### config.mk
export PLATFORM = sky130hd
export DESIGN_NAME = dram_read_arbiter
export DESIGN_NICKNAME = d
export VERILOG_FILES = /design/src/rtl/dram_arb_pkg.sv /design/src/rtl/dram_arb_tag_fifo.sv /design/src/rtl/dram_read_arbiter.sv
export SDC_FILE = /design/constraint.sdc
export NUM_CORES = 1
export LEC_CHECK = 0
export CORE_AREA = 2 2 171 173
export CTS_CLUSTER_SIZE = 30
export DETAILED_ROUTE_END_ITERATION = 8
export DIE_AREA = 0 0 173 175
export SLEW_MARGIN = 20
export SYNTH_ARGS = -nofsm -noshare
export SYNTH_HDL_FRONTEND = slang
export SYNTH_HIERARCHICAL = 1
export SYNTH_SLANG_ARGS = --single-unit
### constraint.sdc
create_clock -name i_clk -period 6.55 [get_ports i_clk]
set_clock_uncertainty 0.1 [all_clocks]
set_input_delay 1.31 -clock i_clk [delete_from_list [all_inputs] [get_ports i_clk]]
set_output_delay 1.31 -clock i_clk [all_outputs]
set_load 0.005 [all_outputs]
### src/rtl/dram_arb_pkg.sv
// rtl/dram_arb_pkg.sv - shared types, default parameters and grant search for dram_read_arbiter
package dram_arb_pkg;

   localparam int N_REQ_DEF       = 4;
   localparam int AW_DEF          = 32;
   localparam int DW_DEF          = 128;
   localparam int OUTSTANDING_DEF = 8;
   localparam int N_REQ_MAX       = 8;

   // Sized for the largest legal requester count so one type serves every build
   typedef logic [$clog2(N_REQ_MAX)-1:0] tag_t;

   function automatic logic [N_REQ_MAX-1:0] rr_pick(
      input logic [N_REQ_MAX-1:0] req,
      input tag_t                 ptr,
      input int                   n
   );
      logic [N_REQ_MAX-1:0] gnt;
      logic                 found;
      int                   idx;
      gnt   = '0;
      found = 1'b0;
      for (int i = 0; i < N_REQ_MAX; i++) begin
         idx = (int'(ptr) + i) % n;
         if (i < n && !found && req[tag_t'(idx)]) begin
            gnt[tag_t'(idx)] = 1'b1;
            found            = 1'b1;
         end
      end
      return gnt;
   endfunction

endpackage

### src/rtl/dram_arb_tag_fifo.sv
// rtl/dram_arb_tag_fifo.sv - in-order FIFO of requester tags for issued DRAM reads
module dram_arb_tag_fifo
   import dram_arb_pkg::*;
#(
   parameter int DEPTH = OUTSTANDING_DEF,
   localparam int PW   = $clog2(DEPTH)
) (
   input  logic        clk,
   input  logic        rst_n,
   input  logic        push,
   input  tag_t        push_tag,
   input  logic        pop,
   output tag_t        head,
   output logic        empty,
   output logic [PW:0] count
);

   tag_t        mem [DEPTH];
   logic [PW:0] wr_ptr;
   logic [PW:0] rd_ptr;

   // One extra pointer bit separates full (MSBs differ) from empty (all equal)
   assign empty = (wr_ptr == rd_ptr);
   assign count = wr_ptr - rd_ptr;
   assign head  = mem[rd_ptr[PW-1:0]];

   always_ff @(posedge clk or negedge rst_n) begin
      if (!rst_n) begin
         wr_ptr <= '0;
         rd_ptr <= '0;
      end else begin
         if (push)
            wr_ptr <= wr_ptr + (PW+1)'(1);
         if (pop)
            rd_ptr <= rd_ptr + (PW+1)'(1);
      end
   end

   always_ff @(posedge clk) begin
      if (push)
         mem[wr_ptr[PW-1:0]] <= push_tag;
   end

endmodule

### src/rtl/dram_read_arbiter.sv
// rtl/dram_read_arbiter.sv - shares the DRAM read channels among N_REQ requesters, data steered back in order
// Build option DRAM_ARB_FIXED_PRIO_EN: lowest index always wins instead of round-robin.
module dram_read_arbiter
   import dram_arb_pkg::*;
#(
   parameter int N_REQ       = N_REQ_DEF,
   parameter int AW          = AW_DEF,
   parameter int DW          = DW_DEF,
   parameter int OUTSTANDING = OUTSTANDING_DEF
) (
   input  logic                i_clk,
   input  logic                i_rst,
   input  logic [N_REQ-1:0]    req_ra_rdy,
   output logic [N_REQ-1:0]    req_ra_ack,
   input  logic [N_REQ*AW-1:0] req_ra_addr,
   output logic                dramra_rdy,
   input  logic                dramra_ack,
   output logic [AW-1:0]       dramra_addr,
   input  logic                dramrd_rdy,
   output logic                dramrd_ack,
   input  logic [DW-1:0]       dramrd_data,
   output logic [N_REQ-1:0]    req_rd_rdy,
   input  logic [N_REQ-1:0]    req_rd_ack,
   output logic [DW-1:0]       req_rd_data
);

   localparam int CW = $clog2(OUTSTANDING) + 1;

   logic                 hold_vld;
   logic [AW-1:0]        hold_addr;
   tag_t                 hold_tag;
   logic [CW-1:0]        fifo_count;
   logic                 fifo_empty;
   tag_t                 head;
   logic [CW:0]          inflight;
   logic                 capture_ok;
   tag_t                 search_start;
   logic [N_REQ_MAX-1:0] pick;
   tag_t                 win_idx;
   logic [AW-1:0]        win_addr;
   logic [N_REQ-1:0]     head_onehot;
   logic                 push;
   logic                 pop;

   // Start-of-cycle occupancy only: a pop in this cycle does not free a slot until the next
   assign inflight   = {1'b0, fifo_count} + {{CW{1'b0}}, hold_vld};
   assign capture_ok = (!hold_vld || dramra_ack) && (inflight < (CW+1)'(OUTSTANDING));
   assign pick       = rr_pick(N_REQ_MAX'(req_ra_rdy), search_start, N_REQ);

   always_comb begin
      win_idx = '0;
      for (int i = 0; i < N_REQ_MAX; i++)
         if (pick[i])
            win_idx = tag_t'(i);
   end

   always_comb begin
      win_addr = '0;
      for (int i = 0; i < N_REQ; i++)
         if (pick[i])
            win_addr = req_ra_addr[i*AW +: AW];
   end

   assign req_ra_ack = (i_rst && capture_ok) ? pick[N_REQ-1:0] : '0;

`ifdef DRAM_ARB_FIXED_PRIO_EN
   assign search_start = '0;
`else
   tag_t rr_ptr;

   assign search_start = rr_ptr;

   always_ff @(posedge i_clk or negedge i_rst) begin
      if (!i_rst)
         rr_ptr <= '0;
      else if (|req_ra_ack)
         rr_ptr <= (win_idx == tag_t'(N_REQ-1)) ? '0 : win_idx + tag_t'(1);
   end
`endif

   always_ff @(posedge i_clk or negedge i_rst) begin
      if (!i_rst) begin
         hold_vld  <= 1'b0;
         hold_addr <= '0;
         hold_tag  <= '0;
      end else if (|req_ra_ack) begin
         hold_vld  <= 1'b1;
         hold_addr <= win_addr;
         hold_tag  <= win_idx;
      end else if (dramra_ack) begin
         hold_vld  <= 1'b0;
      end
   end

   assign dramra_rdy  = hold_vld;
   assign dramra_addr = hold_addr;
   assign push        = hold_vld && dramra_ack;

   // Return path is purely combinational from the oldest outstanding tag
   assign head_onehot = N_REQ'(1) << head;
   assign req_rd_rdy  = (dramrd_rdy && !fifo_empty) ? head_onehot : '0;
   assign dramrd_ack  = !fifo_empty && |(req_rd_ack & head_onehot);
   assign pop         = dramrd_rdy && dramrd_ack;
   assign req_rd_data = dramrd_data;

   dram_arb_tag_fifo #(
      .DEPTH (OUTSTANDING)
   ) u_tag_fifo (
      .clk      (i_clk),
      .rst_n    (i_rst),
      .push     (push),
      .push_tag (hold_tag),
      .pop      (pop),
      .head     (head),
      .empty    (fifo_empty),
      .count    (fifo_count)
   );

endmodule

* Yosys cells after proc, flatten, opt, wreduce, memory -nomap -nowiden
Memories as Yosys holds them, arrays and structs flattened. Index checks and enable logic that the tools add are counted.
Cells by class: add/subtract/negate cells 8, eq/ne operators 2, bitwise operators 7, reduce and logical (&&, ||, !) cells 25, shift-type cells 1, magnitude comparators 9, muxes and demuxes 41
Operators with widths (number):
- $mux W32 | 4
- $mux W8 | 3
- $mux W3 | 6
- $mux W1 | 16
- $or A8 B8 Y8 | 2
- $logic_and A1 B1 Y1 | 13
- $lt A3 B4 Y1 const B | 3
- $mux W4 | 3
- $bmux W1 S3 | 3
- $demux W1 S3 | 3
- $ge A3 B1 Y1 const B | 3
- $add A4 B1 Y4 const B | 2
- $or A4 B8 Y8 | 1
- $reduce_or A4 Y1 | 2
- $reduce_or A2 Y1 | 3
- $add A4 B1 Y5 | 1
- $logic_not A1 Y1 | 5
- $lt A5 B4 Y1 const B | 1
- $add A2 B1 Y2 const B | 2
- $add A2 B2 Y2 const B | 2
- $and A4 B4 Y4 | 1
- $eq A4 B4 Y1 | 1
- $lt A2 B4 Y1 const B | 1
- $shl A1 B3 Y4 const A | 1
- 9 further kinds | 11
Word-level totals: bits of input ports 268, memories kept 1, RAM bits 24, bits in registers 46, word-level logic and storage cells 100
Memories:
- u_tag_fifo.mem | depth 8, width 3, rd ports 1, clocked after memory_dff 0, wr ports 1, RTL line dram_arb_tag_fifo.sv:18 | tag_t mem [DEPTH];

* Longest topological paths before layout
Gate-level depths: netlist of the first run.
word-level depth 22, mapped depth 13, gate-level depth less buffers 10

* Hierarchy
Netlist of the first run, hierarchy kept.
By module, submodules not included:
- dram_read_arbiter | cells an instance 422, instances 1, area each 3619.7 µm²
- dram_arb_tag_fifo | cells an instance 94, instances 1, area each 1421.4 µm²

* Worst setup path after synthesis of the first run
OpenSTA, ideal clock, no wires.
kind input port to output port, from input port req_ra_rdy[3], to output port req_ra_ack[3], data required time 5.140 ns, buffers on the path 1, stages on the path 5, arrival time 2.914 ns, path slack 2.226 ns, path through mux4_2 > nor4b_4 > a221oi_2 > buf_2 > nor2_1
Between the ends: longest elaborated chain between the ends 13, elaborated cells between the ends (all ways) 25, classes of those cells 16 x mux; 3 x bitwise; 6 x reduce/logical
Ends and longest elaborated chain:
- from (decl) | RTL line dram_read_arbiter.sv:13 | input logic [N_REQ-1:0] req_ra_rdy,
- $bmux W1 S2 | RTL line dram_arb_pkg.sv:25 | if (i < n && !found && req[tag_t'(idx)]) begin
- $mux W1 (not written as such) | RTL line dram_arb_pkg.sv:25
- $mux W1 | RTL line dram_arb_pkg.sv:25
- $logic_not A1 Y1 | RTL line dram_arb_pkg.sv:25
- $logic_and A1 B1 Y1 | RTL line dram_arb_pkg.sv:25
- $mux W1 | RTL line dram_arb_pkg.sv:25
- $logic_not A1 Y1 | RTL line dram_arb_pkg.sv:25
- $logic_and A1 B1 Y1 | RTL line dram_arb_pkg.sv:25
- $mux W1 | RTL line dram_arb_pkg.sv:25
- $logic_not A1 Y1 | RTL line dram_arb_pkg.sv:25
- $logic_and A1 B1 Y1 | RTL line dram_arb_pkg.sv:25
- $mux W8 * | RTL line dram_arb_pkg.sv:25
- $mux W4 * | RTL line dram_read_arbiter.sv:64 | assign req_ra_ack = (i_rst && capture_ok) ? pick[N_REQ-1:0] : '0;
- to (decl) | RTL line dram_read_arbiter.sv:14 | output logic [N_REQ-1:0] req_ra_ack,
Mark *: on every way between the ends. The rest lies on a longest branch, timed or not. The select of a mux whose other input is x is not followed.

* Worst setup path in the final report of the first run
from input port req_ra_rdy[3], to output port req_ra_ack[2]
The elaborated chain is that of the path after synthesis.

==> run_results.csv, run 1 <==
group,metric,value,unit
sta,finalCritPeriodShare,0.836,
routing,detail_route.wl_per_cell,16.0,um
setup_path,ff2ff_setup_slack,2.67,ns
floorplanning,io_pins,438,
pwr,peakVddDrop,231,uV
flow_run,timing.max_cap.violations,0,
clock_tree,clock_insertion_delay_worst_skew,0.34,ns
final_layout,finalInstanceArea,6590,sq um
synthesis,synth-seq-cells,69,
final_layout,area_growth_from_synthesis_to_layout,30.7,%
pwr,pwr_density_cell,507,nW/um^2
synthesis,async_reset_ff_frac,0.652,
setup_path,maximum_fanout_along_the_worst_path,10,
routing,top_signal_layer_used,"met4",
synthesis,synth_top_area_share,0.223,
synthesis,portion_of_the_post_synthesis_area_used_by_sequential_elements,0.366,
routing,dr.first_iter.drc_count,154,
min_path,hold-path-cell-count,2,
clock_tree,number_of_buffers_inserted_during_clock_tree_synthesis,9,
sta,finalSetupTns,0,ns
sta,fin_ws,1.07,ns
clock_tree,clk_pin_slew_worst_paths,0.06,ns
place,place.gp.congestion,0.725,
global_routing,first_global_vias,3934,
clock_tree,cts.sinks,69,
routing,met2_wirelength,7280,um
synthesis,avgSynthCellArea,9.77,sq um
routing,viasPerCell,4.07,
setup_path,worstRegToRegCells,10,
global_routing,grt_pass1_wl,22900,um
setup_path,worst-setup-path-type,"in -> out",
clock_tree,cts_post_setup_buffers_inserted,0,
setup_path,crit_start,"req_ra_rdy[3]",
sta,maxSlewViolCount,0,
setup_path,worst_r2r_startpoint,"rr_ptr[0]",
floorplanning,starting_utilization_of_the_core_area,0.178,
sta,final_hold_violations,0,
synthesis,synth_ff_type,"sky130_fd_sc_hd__dfrtp_1",
final_layout,nets,847,
sta,period_minus_slack,5.48,ns
setup_path,critical-path-max-stage-delay,0.61,ns
routing,detail_route.wirelength.met1,6020,um
min_path,hold_path_end,"dramra_addr[23]",
sta,maxClockFrequency,183,MHz
setup_path,combined_buffer_and_inverter_count_along_the_critical_path,2,
clock_tree,post_cts_hold_buffer_count,0,
sta,timing_worst_slew_pin_value,1.01,ns
final_layout,layout-drive-gt1-share,0.0769,
synthesis,post_synth_num_cell_types,49,
clock_tree,post_cts.resized_instances,0,
min_path,hold_path_class,"reg -> reg",
setup_path,cp-start-kind,"input port",
setup_path,crit_arrival,4.07,ns
setup_path,critPathCaptureType,"primary output",
global_routing,grt_max_degree,46,
synthesis,synth-edff-count,24,
routing,drc,0,
clock_tree,clock_tree.htree_level_count,3,
final_layout,instances_no_fill,958,
routing,final_routed_wirelength,15400,um
sta,slew-limit-headroom,0.325,
pwr,p_total,3.34,mW
clock_tree,cts_root_buf,"sky130_fd_sc_hd__clkbuf_16",
setup_path,critical-path-top-delay-family,"buffers and inverters",
synthesis,post_synth_main_area_contributors,"sky130_fd_sc_hd__dfrtp_1 22%, sky130_fd_sc_hd__buf_4 20%, sky130_fd_sc_hd__edfxtp_1 14%",
run_status,result_of_the_run,"finished, final reports clean",
place,placed_cell_area,6270,sq um
routing,detailroute.wirelength.met3,1580,um
place,place.detailed.instances,939,
floorplanning,std_cell_rows,62,
global_routing,gr-usage-all-layers,0.0988,
floorplanning,total_die_area,30300,sq um
place,port_buffers,181,
synthesis,synth_most_common_cell,"sky130_fd_sc_hd__buf_4",
setup_path,reg2reg_to,"dramra_addr[22]",
clock_tree,max-clock-path-buffers,2,
routing,drtPass1Iterations,6,
pwr,leakage,2.44,nW
floorplanning,die_ht,175,um
floorplanning,fp.coreArea,28400,sq um
place,hpwl,11400,um
synthesis,netlist_area,5040,sq um
sta,timing.final.setup_violations,0,
synthesis,post_synth_most_frequent_cells,"133 x sky130_fd_sc_hd__buf_4, 51 x sky130_fd_sc_hd__nand2_1, 45 x sky130_fd_sc_hd__dfrtp_1",
global_routing,antenna_found_initial,3,
setup_path,crit_required,5.14,ns
synthesis,synthesis.yosys.warnings,6,
place,place_worst_setup_slack,1.10,ns
global_routing,global_route.overflow_total,0,
routing,vias,3902,
synthesis,post_synth_inst_count,516,
sta,rsz0062_at_grt,"no",
clock_tree,cts_tree,"done",
setup_path,path_cells,"clkdlybuf4s50_1, mux4_2, nor4b_4, a22o_4, nor2_1, nor2_1, clkdlybuf4s50_1",
floorplanning,floorplan.die.width,173,um
routing,antenna_left,0,
synthesis,post-synth-top-area-cell,"sky130_fd_sc_hd__dfrtp_1",
setup_path,worst_path_max_delay_cell,"sky130_fd_sc_hd__mux4_2",
min_path,hold_crit_start,"dramra_addr[23]",
==> stage by stage <==
step / util / hold slack (ns)
finish: 0.232 / 0.379
global route: 0.232 / 0.411
CTS: 0.231 / 0.389
detailed placement: 0.221 / 0.376
global placement: 0.221 / 0.365
floorplan: - / 0.360
==> worst max-delay path by stage <==
stage	end	slack, ns	depth (start not counted)
2_1_floorplan	req_ra_ack[3]	2.23	5
3_3_place_gp	req_ra_ack[2]	1.12	7
3_5_place_dp	req_ra_ack[2]	1.10	7
4_1_cts	req_ra_ack[2]	1.09	7
5_1_grt	req_ra_ack[2]	0.96	7
6_report	req_ra_ack[2]	1.07	7
==> worst min-delay path, stage by stage (launching register included) <==
cell and delay [ns]:
sky130_fd_sc_hd__dfrtp_1 0.34, sky130_fd_sc_hd__nand2_1 0.05, sky130_fd_sc_hd__o21ai_0 0.06
==> cell families after synthesis <==
kind of cell,Yosys count,share of synthesized area
AO/OA/AOI/OAI,149,0.202
XOR/XNOR,9,0.0156
adder cells (fa/ha/maj),12,0.0313
buffers and inverters,164,0.234
flip-flops,69,0.366
multiplexers,11,0.0536
other,1,0.000744
AND/OR/NAND/NOR,101,0.0966
==> layout make-up <==
type / instances / area [sq um]
tap: 384 / 480
sequential: 69 / 1850
fill: 3091 / 21800
clock inverter: 7 / 77.6
antenna: 2 / 5.00
timing repair buffer: 188 / 1870
multi-input combinational: 290 / 2050
inverter: 9 / 33.8
clock buffer: 9 / 225
==> power breakdown <==
part	switching (mW)	total (mW)	leakage, nW	internal [mW]
Clock	0.214	0.514	0.147	0.300
Combinational	1.14	2.08	1.52	0.944
Sequential	0.132	0.745	0.771	0.613
==> layer usage <==
layer,track usage,vias to the layer above
met1,0.110,1820
met4,0.0487,0
met5,0,-
met2,0.162,210
li1,-,1806
met3,0.0429,66
==> cells in the final DEF, fill, tap and decap left out, drive strengths merged, types with 9 or more instances in the layout <==
cell	netlist	routed
nor2	28	28
o21ai	64	64
nand2	52	52
a21oi	42	42
dfrtp	45	45
edfxtp	24	24
mux4	11	11
a221o	33	33
clkdlybuf4s50	0	180
clkbuf	5	9
inv	9	13
ha	11	11
==> registers in the layout (all words and copies together), names as in the netlist <==
register	cells
u_tag_fifo/rd_ptr	4
dramra_addr	32
u_tag_fifo/mem	24
hold_tag	2
dramra_rdy	1
u_tag_fifo/wr_ptr	4
rr_ptr	2
Power figures use the tool's default switching activity.
==> inputs of run 2 (changes only) <==
clock period = 4.5 ns   (was 6.55 ns; I/O delays follow)
==> run_results.csv, run 2 (synthesis gave the netlist of run 1 again) <==
group,metric,value,unit
run_status,result_of_the_run,"finished, final reports clean",
routing,detail_route.wl_per_cell,15.7,um
place,hpwl,11700,um
setup_path,critical-path-max-stage-delay,0.62,ns
setup_path,crit_required,3.50,ns
floorplanning,total_die_area,30300,sq um
flow_run,timing.max_cap.violations,0,
global_routing,grt_pass1_wl,23000,um
floorplanning,die_ht,175,um
setup_path,path_cells,"clkdlybuf4s50_1, mux4_2, nor4b_4, a22o_4, nor2_1, nor2_1, clkdlybuf4s50_1",
floorplanning,io_pins,438,
final_layout,post-route-util,0.235,
setup_path,worst_path_max_delay_cell,"sky130_fd_sc_hd__mux4_2",
global_routing,global_route.overflow_total,0,
global_routing,grt_max_degree,46,
routing,final_routed_wirelength,15200,um
floorplanning,floorplan.die.width,173,um
routing,dr.first_iter.drc_count,155,
final_layout,layout-drive-gt1-share,0.0976,
setup_path,worst-setup-path-type,"in -> out",
min_path,hold_path_class,"reg -> reg",
setup_path,ff2ff_setup_slack,1.06,ns
final_layout,layout_common_cells,"180 x sky130_fd_sc_hd__clkdlybuf4s50_1, 51 x sky130_fd_sc_hd__nand2_1, 44 x sky130_fd_sc_hd__dfrtp_1",
routing,drtPass1Iterations,6,
routing,antenna_left,0,
floorplanning,std_cell_rows,62,
sta,finalCritPeriodShare,0.978,
clock_tree,clk_pin_slew_worst_paths,0.06,ns
clock_tree,cts.sinks,69,
floorplanning,fp.coreArea,28400,sq um
sta,whs,0.382,ns
pwr,leakage,2.49,nW
global_routing,first_global_vias,4000,
pwr,peakVddDrop,410,uV
sta,slew-limit-headroom,0.547,
clock_tree,clock_tree.htree_level_count,3,
setup_path,crit_arrival,3.40,ns
sta,final_hold_violations,0,
place,place.gp.congestion,0.750,
clock_tree,clock_insertion_delay_worst_skew,0.34,ns
final_layout,mostFrequentLayoutCell,"sky130_fd_sc_hd__clkdlybuf4s50_1",
global_routing,antenna_found_initial,2,
sta,finalSetupTns,0,ns
sta,timing_worst_slew_pin_value,0.679,ns
routing,drc,0,
sta,maxSlewViolCount,0,
global_routing,gr-usage-all-layers,0.0984,
clock_tree,cts_root_buf,"sky130_fd_sc_hd__clkbuf_16",
sta,maxClockFrequency,227,MHz
final_layout,layout.filler_cells,3076,
clock_tree,cts_tree,"done",
sta,timing.final.setup_violations,0,
routing,vias,3920,
setup_path,maximum_fanout_along_the_worst_path,10,
setup_path,critPathCaptureType,"primary output",
routing,viasPerCell,4.05,
sta,period_minus_slack,4.40,ns
place,port_buffers,181,
final_layout,nets,859,
pwr,pwr_density_cell,735,nW/um^2
sta,rsz0062_at_grt,"no",
clock_tree,number_of_buffers_inserted_during_clock_tree_synthesis,9,
final_layout,largest_register_ff_count,32,
final_layout,area_growth_from_synthesis_to_layout,32.1,%
clock_tree,max-clock-path-buffers,2,
floorplanning,starting_utilization_of_the_core_area,0.178,
setup_path,cp-start-kind,"input port",
-- run 2: cell types whose count changed in the layout (fill, tap and decap cells not counted), sizes merged --
cell,before,now
diode,2,1
bufinv,1,0
clkinv,1,3
buf,8,20
inv,13,12
-- run 2: per-stage QoR --
step           cell area (sq um)  power, mW  setup WS [ns]  instances
3_5_place_dp                6360       4.25          0.107        952
3_3_place_gp                6360       4.21          0.148        952
4_1_cts                     6660       4.98         0.0971        968
2_1_floorplan               5070       3.27          0.996        523
5_1_grt                     6660       5.33         0.0414        969
6_report                    6660       4.90          0.101        969
-- run 2: per-layer routing --
layer,global-route usage,up-vias,wire length [um]
met2,0.156,178,7150
met3,0.0442,65,1440
met5,0,-,0
met4,0.0480,0,495
met1,0.113,1843,6130
li1,-,1834,-
-- run 2: what timing repair did --
action                                  4_1_cts  5_1_grt
hold buffers                                  0        0
gates resized for setup                       0        1
endpoints found under the setup margin        0        1
buffers inserted                              0        0
hold endpoints to repair                      0        0
-- run 2: worst paths after layout --
check                                      from  depth (start not counted)                   end
worst max-delay path              req_ra_rdy[3]                          7         req_ra_ack[2]
worst min register to register  dramra_addr[11]                          2       dramra_addr[11]
max in group asynchronous                 i_rst                          2       dramra_addr[30]
min in group asynchronous                 i_rst                          2  u_tag_fifo/rd_ptr[2]
worst max register to register        rr_ptr[1]                         11       dramra_addr[21]
worst min-delay path            dramra_addr[11]                          2       dramra_addr[11]
-- run 2: power breakdown --
part           internal, mW  switching (mW)
Sequential            0.894           0.168
Clock                 0.386           0.317
Combinational          1.45            1.68
Total                  2.73            2.16
-- run 2: layout make-up --
type / count / area [sq um] / share of cell area
multi-input cells: 290 / 2050 / 0.308
clock inverters: 7 / 67.6 / 0.0101
clock buffers: 9 / 225 / 0.0338
diodes: 1 / 2.50 / 0.000376
well taps: 384 / 480 / 0.0721
flip-flops and latches: 69 / 1850 / 0.277
repair buffers: 200 / 1950 / 0.293
inverters: 9 / 33.8 / 0.00507
-- run 2: worst max-delay path, delay by kind of cell --
family          cells  cell delay [ns]
buf+inv             2             1.01
simple gates        3             0.66
mux                 1             0.62
compound gates      1             0.22
==> inputs of run 3 (changes only) <==
clock period = 5.6 ns   (was 4.5 ns; I/O delays follow)
==> run_results.csv, run 3 (synthesis gave the netlist of run 1 again) <==
group,metric,value,unit
sta,timing.final.setup_violations,0,
place,hpwl,11600,um
setup_path,critical-path-max-stage-delay,0.61,ns
place,port_buffers,181,
final_layout,layout.filler_cells,3093,
sta,maxSlewViolCount,0,
final_layout,largest_register_ff_count,32,
setup_path,crit_required,4.38,ns
setup_path,crit_arrival,3.79,ns
routing,viasPerCell,4.08,
floorplanning,total_die_area,30300,sq um
floorplanning,fp.coreArea,28400,sq um
final_layout,layout-drive-gt1-share,0.0801,
sta,whs,0.381,ns
sta,maxClockFrequency,200,MHz
run_status,result_of_the_run,"finished, final reports clean",
pwr,leakage,2.44,nW
min_path,hold-path-cell-count,2,
setup_path,worst-setup-path-type,"in -> out",
setup_path,cp-start-kind,"input port",
floorplanning,std_cell_rows,62,
setup_path,critPathCaptureType,"primary output",
clock_tree,cts_post_setup_buffers_inserted,0,
sta,final_hold_violations,0,
global_routing,grt_pass1_wl,23400,um
final_layout,layout_common_cells,"180 x sky130_fd_sc_hd__clkdlybuf4s50_1, 51 x sky130_fd_sc_hd__nand2_1, 45 x sky130_fd_sc_hd__dfrtp_1",
flow_run,timing.max_cap.violations,0,
routing,antenna_left,0,
clock_tree,clock_tree.htree_level_count,3,
place,place_worst_setup_slack,0.548,ns
pwr,pwr_density_cell,592,nW/um^2
sta,fin_ws,0.588,ns
floorplanning,floorplan.die.width,173,um
routing,dr.first_iter.drc_count,132,
final_layout,mostFrequentLayoutCell,"sky130_fd_sc_hd__clkdlybuf4s50_1",
setup_path,critical-path-top-delay-family,"buffers and inverters",
floorplanning,die_ht,175,um
setup_path,worstRegToRegCells,11,
sta,rsz0062_at_grt,"no",
pwr,peakVddDrop,240,uV
setup_path,path_cells,"clkdlybuf4s50_1, mux4_2, nor4b_4, a22o_4, nor2_1, nor2_1, clkdlybuf4s50_1",
global_routing,first_global_vias,4010,
routing,detail_route.wl_per_cell,16.1,um
final_layout,instances_no_fill,959,
final_layout,post-route-util,0.232,
clock_tree,post_cts_hold_buffer_count,0,
global_routing,grt_max_degree,46,
floorplanning,io_pins,438,
final_layout,nets,849,
clock_tree,cts.sinks,69,
routing,final_routed_wirelength,15400,um
sta,finalCritPeriodShare,0.895,
clock_tree,post_cts.resized_instances,0,
min_path,hold_path_class,"reg -> reg",
place,place.detailed.instances,942,
global_routing,global_route.overflow_total,0,
routing,vias,3914,
sta,finalSetupTns,0,ns
clock_tree,cts_root_buf,"sky130_fd_sc_hd__clkbuf_16",
setup_path,critical_path_cell_count,7,
global_routing,gr-usage-all-layers,0.101,
clock_tree,clk_pin_slew_worst_paths,0.06,ns
sta,timing_worst_slew_pin_value,0.857,ns
setup_path,worst_path_max_delay_cell,"sky130_fd_sc_hd__mux4_2",
routing,drc,0,
global_routing,antenna_found_initial,1,
clock_tree,max-clock-path-buffers,2,
final_layout,area_growth_from_synthesis_to_layout,30.7,%
setup_path,maximum_fanout_along_the_worst_path,10,
routing,drtPass1Iterations,4,
sta,period_minus_slack,5.01,ns
floorplanning,starting_utilization_of_the_core_area,0.178,
place,place.gp.congestion,0.747,
setup_path,combined_buffer_and_inverter_count_along_the_critical_path,2,
clock_tree,cts_tree,"done",
sta,slew-limit-headroom,0.427,
clock_tree,number_of_buffers_inserted_during_clock_tree_synthesis,9,
clock_tree,clock_insertion_delay_worst_skew,0.33,ns
## run 3: cell count changes in the layout (fill, tap and decap cells not counted), sizes merged
cell    before  now
buf         20   10
bufinv       0    1
inv         12   11
## run 3: final timing paths
check                      slack (ns)       startpoint                   end
max                              0.59    req_ra_rdy[3]         req_ra_ack[2]
min                              0.38  dramra_addr[31]       dramra_addr[31]
max reg2reg                      1.63        rr_ptr[0]        dramra_addr[2]
min reg2reg                      0.38  dramra_addr[31]       dramra_addr[31]
max in group asynchronous        4.12            i_rst        dramra_addr[2]
min in group asynchronous        0.83            i_rst  u_tag_fifo/rd_ptr[2]
## run 3: layout make-up
| cell class | instances | area [sq um] | share of cell area |
|---|---|---|---|
| multi-input cells | 290 | 2050 | 0.312 |
| well taps | 384 | 480 | 0.0729 |
| flip-flops and latches | 69 | 1850 | 0.280 |
| repair buffers | 190 | 1870 | 0.284 |
| clock buffers | 9 | 225 | 0.0342 |
| clock inverters | 7 | 73.8 | 0.0112 |
| diodes | 1 | 2.50 | 0.000380 |
| inverters | 9 | 33.8 | 0.00513 |
## run 3: worst reg2reg max path, stage by stage (launching register included)
cell and delay (ns):
sky130_fd_sc_hd__dfrtp_1 0.60, sky130_fd_sc_hd__inv_1 0.15, sky130_fd_sc_hd__ha_1 0.35, sky130_fd_sc_hd__mux4_2 0.39, sky130_fd_sc_hd__nand2_1 0.10, sky130_fd_sc_hd__o21ai_0 0.15, sky130_fd_sc_hd__a221oi_4 0.23, sky130_fd_sc_hd__buf_4 0.42
sky130_fd_sc_hd__a41o_1 0.76, sky130_fd_sc_hd__buf_4 0.44, sky130_fd_sc_hd__nand2_1 0.11, sky130_fd_sc_hd__o21ai_1 0.09
## run 3: per-layer routing
layer	share of wire	global-route usage	up-vias
li1	-	-	1816
met1	0.40	0.116	1851
met2	0.48	0.165	182
met3	0.089	0.0403	65
met4	0.029	0.0456	0
met5	0	0	-
## run 3: per-stage QoR
| step | power (mW) | area (sq um) |
|---|---|---|
| finish | 3.90 | 6590 |
| global route | 4.26 | 6590 |
| CTS | 3.99 | 6590 |
| detailed placement | 3.37 | 6290 |
| global placement | 3.33 | 6290 |
| floorplan | 2.63 | 5070 |
## run 3: where the power goes
group / internal, mW / total, mW / switching, mW
sequential: 0.718 / 0.874 / 0.156
clock: 0.347 / 0.585 / 0.238
combinational: 1.11 / 2.45 / 1.34
total: 2.17 / 3.90 / 1.73
